==> src/rtl/piso_pkg.sv <==
// ---------------------------------------------------------------------------
// piso_pkg
//   Shared types for the parallel-in / serial-out serializer.
//   state_t : serializer FSM state (IDLE = shifter empty, SHIFT = bits on line)
// ---------------------------------------------------------------------------
package piso_pkg;

    typedef enum logic {
        IDLE  = 1'b0,
        SHIFT = 1'b1
    } state_t;

endpackage

==> src/rtl/piso_serializer.sv <==
// ---------------------------------------------------------------------------
// piso_serializer
//   Serializes WIDTH-bit words onto a one-bit link.  The link paces the
//   output with ser_en.  A one-word hold buffer sits in front of the shifter.
//   This lets the next word follow the current one with no idle cycle.
//
// Parameters
//   WIDTH     : parallel word width in bits (>= 2)
//   MSB_FIRST : 1 = bit WIDTH-1 goes out first, 0 = bit 0 goes out first
//
// Ports
//   clk       in   clock, rising edge
//   rst       in   asynchronous, active-high reset
//   in_data   in   parallel word
//   in_valid  in   in_data valid
//   in_ready  out  a word can be accepted this cycle (hold buffer empty)
//   ser_en    in   bit-advance strobe from the link
//   ser_out   out  current serial bit (0 when ser_valid = 0)
//   ser_valid out  ser_out carries a data bit
//   ser_last  out  ser_out is the final bit of the current word
//   busy      out  shifter or hold buffer occupied
// ---------------------------------------------------------------------------
module piso_serializer
    import piso_pkg::*;
#(
    parameter int WIDTH     = 4,
    parameter int MSB_FIRST = 1
) (
    input  logic             clk,
    input  logic             rst,
    input  logic [WIDTH-1:0] in_data,
    input  logic             in_valid,
    output logic             in_ready,
    input  logic             ser_en,
    output logic             ser_out,
    output logic             ser_valid,
    output logic             ser_last,
    output logic             busy
);

    localparam int            CW       = $clog2(WIDTH);
    localparam logic [CW-1:0] LAST_IDX = CW'(WIDTH - 1);

    state_t           r_state;
    logic [WIDTH-1:0] r_shift;
    logic [WIDTH-1:0] r_hold;
    logic             r_hold_full;
    logic [CW-1:0]    r_count;

    logic             w_accept;
    logic             w_advance;
    logic             w_last_adv;
    logic             w_head;
    logic [WIDTH-1:0] w_shift_next;

    // in_ready depends only on the hold flag. This keeps it free of any
    // combinational path from in_valid.
    assign w_accept   = in_valid & ~r_hold_full;
    assign w_advance  = (r_state == SHIFT) & ser_en;
    assign w_last_adv = w_advance & (r_count == LAST_IDX);

    // The bit on the line is always at the outgoing end of the shifter.
    // Each advance moves the next bit into that position.
    always_comb begin
        w_head       = 1'b0;
        w_shift_next = '0;
        if (MSB_FIRST != 0) begin
            w_head       = r_shift[WIDTH-1];
            w_shift_next = {r_shift[WIDTH-2:0], 1'b0};
        end else begin
            w_head       = r_shift[0];
            w_shift_next = {1'b0, r_shift[WIDTH-1:1]};
        end
    end

    always_ff @(posedge clk or posedge rst) begin
        if (rst) begin
            r_state     <= IDLE;
            r_shift     <= '0;
            r_hold      <= '0;
            r_hold_full <= 1'b0;
            r_count     <= '0;
        end else begin
            case (r_state)
                IDLE: begin
                    // The hold buffer is always empty in IDLE. An accepted
                    // word therefore loads straight into the shifter.
                    if (w_accept) begin
                        r_shift <= in_data;
                        r_count <= '0;
                        r_state <= SHIFT;
                    end
                end

                SHIFT: begin
                    if (w_last_adv) begin
                        // Word boundary. Refill the shifter from the hold
                        // buffer first, then from a word arriving on this
                        // same edge. If neither exists, go idle.
                        r_count <= '0;
                        if (r_hold_full) begin
                            r_shift     <= r_hold;
                            r_hold_full <= 1'b0;
                        end else if (w_accept) begin
                            r_shift <= in_data;
                        end else begin
                            r_shift <= '0;
                            r_state <= IDLE;
                        end
                    end else begin
                        if (w_advance) begin
                            r_shift <= w_shift_next;
                            r_count <= r_count + 1'b1;
                        end
                        if (w_accept) begin
                            r_hold      <= in_data;
                            r_hold_full <= 1'b1;
                        end
                    end
                end

                default: r_state <= IDLE;
            endcase
        end
    end

    assign in_ready  = ~r_hold_full;
    assign ser_valid = (r_state == SHIFT);
    assign ser_out   = ser_valid & w_head;
    assign ser_last  = ser_valid & (r_count == LAST_IDX);
    assign busy      = ser_valid | r_hold_full;

endmodule

==> config.mk <==
export PLATFORM = sky130hd
export DESIGN_NAME = piso_serializer
export DESIGN_NICKNAME = d
export VERILOG_FILES = /design/src/rtl/piso_pkg.sv /design/src/rtl/piso_serializer.sv
export SDC_FILE = /design/constraint.sdc
export NUM_CORES = 1
export LEC_CHECK = 0
export CORE_AREA = 3 3 40 42
export DETAILED_ROUTE_END_ITERATION = 10
export DIE_AREA = 0 0 43 45
export PLACE_DENSITY = 0.78
export SLEW_MARGIN = 20
export SYNTH_ARGS = -nofsm -noshare
export SYNTH_HDL_FRONTEND = slang
export SYNTH_SLANG_ARGS = --single-unit
export TNS_END_PERCENT = 5
==> constraint.sdc <==
create_clock -name clk -period 4.2 [get_ports clk]
set_input_delay 1.26 -clock clk [delete_from_list [all_inputs] [get_ports clk]]
set_output_delay 1.26 -clock clk [all_outputs]
set_load 0.05 [all_outputs]
* Word-level counts from Yosys, hierarchy flattened
Index checks and enable logic that the tools add are counted.
** Word-level totals
- Register bits after elaboration :: 12
- Input port bits :: 8
- Output and inout bits :: 5
- Word-level logic and storage cells :: 38
** Operators by class
- Add/subtract/negate cells :: 1
- Equality and inequality tests :: 3
- Muxes and demuxes :: 16
- Bitwise operators :: 9
- Reduce and logical (&&, ||, !) cells :: 4
** Operators by type and width (count)
- 2-to-1 mux 4 bit :: 5
- case mux 4 bit (2 select lines) :: 1
- 2-to-1 mux 2 bit :: 3
- bitwise AND 1 bit :: 5
- 2-to-1 mux 1 bit :: 5
- case mux 2 bit (2 select lines) :: 1
- AND reduction 2 bit :: 2
- inequality test 3 x 1 -> 1 bit (second input constant) :: 1
- NOT 1 bit :: 3
- AND reduction 3 bit :: 1
- adder 2 x 1 -> 2 bit (second input constant) :: 1
- equality test 2 bit (second input constant) :: 1
- inequality test 2 bit (second input constant) :: 1
- case mux 1 bit (2 select lines) :: 1
- nonzero test 2 bit :: 1
- OR 1 bit :: 1

* Logic depth before layout (Yosys ltp)
- Depth after elaboration :: 6
- Mapped depth :: 5
- Gate-level depth less buffers :: 4

* Worst setup path before layout
No wires, ideal clock.
- Path kind :: reg-to-output
- Start point :: register r_state, in the netlist ser_valid
- End point :: output port busy
- Arrival :: 1182 ps
- Data required time :: 2940 ps
- Setup slack :: 1758 ps
- Cell stages (with the launch flop) :: 3
- Path buffers :: 1
- Path through :: dfrtp_1 > buf_6 > or2_2
** Between the ends
- Word-level cells in the longest chain between the ends :: 1
** Ends and longest elaborated chain
- start: declaration :: line piso_serializer.sv:44 : state_t r_state;
- start signal: assignment :: line piso_serializer.sv:78 : r_state <= IDLE;
- start signal: assignment :: line piso_serializer.sv:91 : r_state <= SHIFT;
- start signal: assignment :: line piso_serializer.sv:108 : r_state <= IDLE;
- OR 1 bit :: line piso_serializer.sv:131 : assign busy = ser_valid | r_hold_full;
- end: declaration :: line piso_serializer.sv:38 : output logic busy
No other way between the ends.

* Final worst setup path
- Start point :: register r_hold_full
- End point :: output port busy
** Between the ends
- Word-level cells in the longest chain between the ends :: 1
** Ends and longest elaborated chain
- start: declaration :: line piso_serializer.sv:47 : logic r_hold_full;
- start signal: assignment :: line piso_serializer.sv:81 : r_hold_full <= 1'b0;
- start signal: assignment :: line piso_serializer.sv:103 : r_hold_full <= 1'b0;
- start signal: assignment :: line piso_serializer.sv:117 : r_hold_full <= 1'b1;
- OR 1 bit :: line piso_serializer.sv:131
No other way between the ends.

==> summary.txt <==
Run status
  – Status: finished clean

Drt
  – First-pass iteration count of the detailed router: 4
  – Number of routed nets with antenna violations: 0
  – Routed vias: 515
  – Detailed Route WL: 1.26 mm
  – Avg WL per Cell: 13.6 um
  – Initial DRC count: 7
  – Via/cell ratio: 5.60
  – DRC: 0

Finish
  – Nets: 88
  – Layout Cells excl Fill: 92
  – Layout cells sized above 1: 14.3%
  – Diode count: 0
  – Area delta synth->final: 21.9%
  – Design Area, Final: 786 um2

Pwr
  – Peak supply drop: 0.000279 V
  – Pwr per Cell Area: 725 nW/um2
  – Lkg Pwr: 0.333 nW

Place
  – RD Place Congestion: 0.847
  – Placed Cells: 89
  – Post-DP HPWL: 947 um
  – Post-placement cell area: 763 um2
  – IO Port Bufs: 12

Yosys
  – Library cells used by synthesis: 21
  – Syn_area_per_cell: 9.91 um2
  – Synth Area in Adders: 1.94%
  – Xor/xnor share of the synthesized area: 0%
  – Post-synthesis mux area share: 6.99%
  – Synth Area in Simple Gates: 21.6%
  – Seq cells post-synth: 12
  – Complex-gate fraction of the synthesized area: 18.1%
  – Cell Area, Synth: 644 um2
  – Syn_nets: 74
  – Largest family of logic cells by synthesized area: simple AND/OR/NAND/NOR gates
  – Yosys warning count: 0
  – Synthesized netlist cell count: 65
  – Seq/Total Area, Yosys: 46.6%

Critical path
  – Setup crit end kind: primary output
  – Crit path max fanout: 14
  – Data required, critical path: 2.94 ns
  – WS Path Type: reg -> out
  – Setup crit start kind: register
  – Data arrival, critical path: 1.81 ns

Clock tree
  – Total setup buffers inserted after CTS: 0
  – Num CTS Buffers: 3
  – Post_cts resized: 0
  – Reg clk slew, reported paths: 0.07 ns
  – CTS tree: built
  – Cts hold-fix bufs: 0
  – Clk_lat worst skew: 0.27 ns
  – H-tree Lvls: 1
  – Clk buf depth: 2
  – # clock sinks: 12
  – CTS root buffer: clkbuf_4

Job
  – Max Cap Violations: 0

Global routing
  – GR Overflow Total: 0
  – Largest net degree at the start of global routing: 15
  – Global-route wire length before repair: 2.18 mm
  – Global Route Usage Sum: 15.6%
  – Vias in the first global route: 487
  – Antenna violations before repair: 0

Floorplan
  – Die Span Y: 45 um
  – Chip width: 43 um
  – Core area: 1280 um2
  – Starting Density: 50.1%
  – FP Rows: 13
  – Die area: 1940 um2
  – Boundary pin count: 13

Timing
  – Unrepaired setup endpoints after global routing: no
  – Final hold vios: 0
  – Hold Worst Slack: 0.503 ns
  – Fin crit period: 3.07 ns
  – Slew Limit Fails: 0
  – Max Freq: 326 MHz
  – Final setup viols: 0
  – Setup TNS: 0 ns
  – Clock skew: 0.00258 ns
  – Period utilisation layout: 73.1%
  – Worst-margin pin slew: 0.496 ns
  – Slew HR: 66.8%

Worst hold path
  – Hold crit path type: reg -> reg
## layout by cell type, fill, tap and decap left out, types with 2 or more instances in the layout
cell type / Yosys / routed
a21oi_1: 5 / 5
and2_1: 3 / 3
and2_2: 2 / 2
clkbuf_4: 0 / 3
clkdlybuf4s50_1: 0 / 12
dfrtp_1: 12 / 12
inv_1: 3 / 3
mux2_2: 4 / 4
nand2_1: 9 / 9
nand3_1: 4 / 4
nand3b_1: 4 / 4
o21a_1: 3 / 3
o21ai_0: 3 / 3
o32a_1: 3 / 3
or2_2: 2 / 2
## routing by layer
layer,part of all wire [%],up-vias,track usage [%],routed length (um)
met2,45,14,24.0,567
met3,5.7,5,2.79,71
li1,-,256,-,-
met5,0,-,0,0
met1,46,240,19.4,576
met4,3.2,0,12.7,40
## cells in the mapped netlist
cell       instances  area [um2]
dfrtp_1           12         300
nand2_1            9        33.8
a21oi_1            5        25.0
mux2_2             4        45.0
nand3_1            4        20.0
nand3b_1           4        30.0
and2_1             3        18.8
inv_1              3        11.3
o21a_1             3        22.5
o21ai_0            3        15.0
o32a_1             3        30.0
and2_2             2        15.0
or2_2              2        12.5
a21boi_0           1        7.51
a21o_1             1        7.51
a2bb2oi_1          1        8.76
buf_2              1        5.00
buf_6              1        11.3
clkbuf_1           1        3.75
ha_1               1        12.5
or3b_1             1        8.76
## per-stage QoR
step           power, mW  util, %  setup slack (ns)
2_1_floorplan      0.431        -              1.76
3_3_place_gp       0.493     59.4              1.27
3_5_place_dp       0.503     59.4              1.24
4_1_cts            0.574     61.1              1.14
5_1_grt            0.613     61.1              1.09
6_report           0.570     61.1              1.13
## worst max-delay path: stages, from the launching register on
cell	delay (ns)
dfrtp_1	0.50
or2_2	0.33
clkdlybuf4s50_1	0.70
## final timing paths
| path | to | slack (ns) | cells past startpoint | start |
|---|---|---|---|---|
| worst max-delay path | busy | 1.13 | 2 | r_hold_full |
| worst min-delay path | r_shift[3] | 0.50 | 1 | r_shift[3] |
| worst max register to register | r_hold[3] | 2.41 | 4 | r_count[0] |
| worst min register to register | r_shift[3] | 0.50 | 1 | r_shift[3] |
| max in group asynchronous | r_count[1] | 2.61 | 2 | rst |
| min in group asynchronous | ser_valid | 1.29 | 2 | rst |
## area by class of cell
| type | instances | area, um2 |
|---|---|---|
| Tap cell | 15 | 18.8 |
| Multi-Input combinational cell | 47 | 313 |
| Clock buffer | 3 | 22.5 |
| Inverter | 3 | 11.3 |
| Sequential cell | 12 | 300 |
| Timing Repair Buffer | 12 | 120 |
| Fill cell | 108 | 499 |
## where the power goes
part           internal (mW)  switching (mW)  total, mW
sequential             0.171          0.0453      0.217
clock                 0.0333          0.0369     0.0702
combinational          0.131           0.152      0.283
total                  0.335           0.235      0.570
## sequential cells by signal, indices dropped and copies added, names as in the netlist
signal / cells
ser_valid: 1
r_hold: 4
r_hold_full: 1
r_count: 2
r_shift: 4
## cell families (layout without fill, tap and decap cells)
logic type,after synthesis,after routing
AND/OR/NAND/NOR,25,25
AO/OA/AOI/OAI,17,17
flip-flops,12,12
buffers and inverters,6,18
multiplexers,4,4
adder cells (fa/ha/maj),1,1
(Power assumes the default switching activity.)
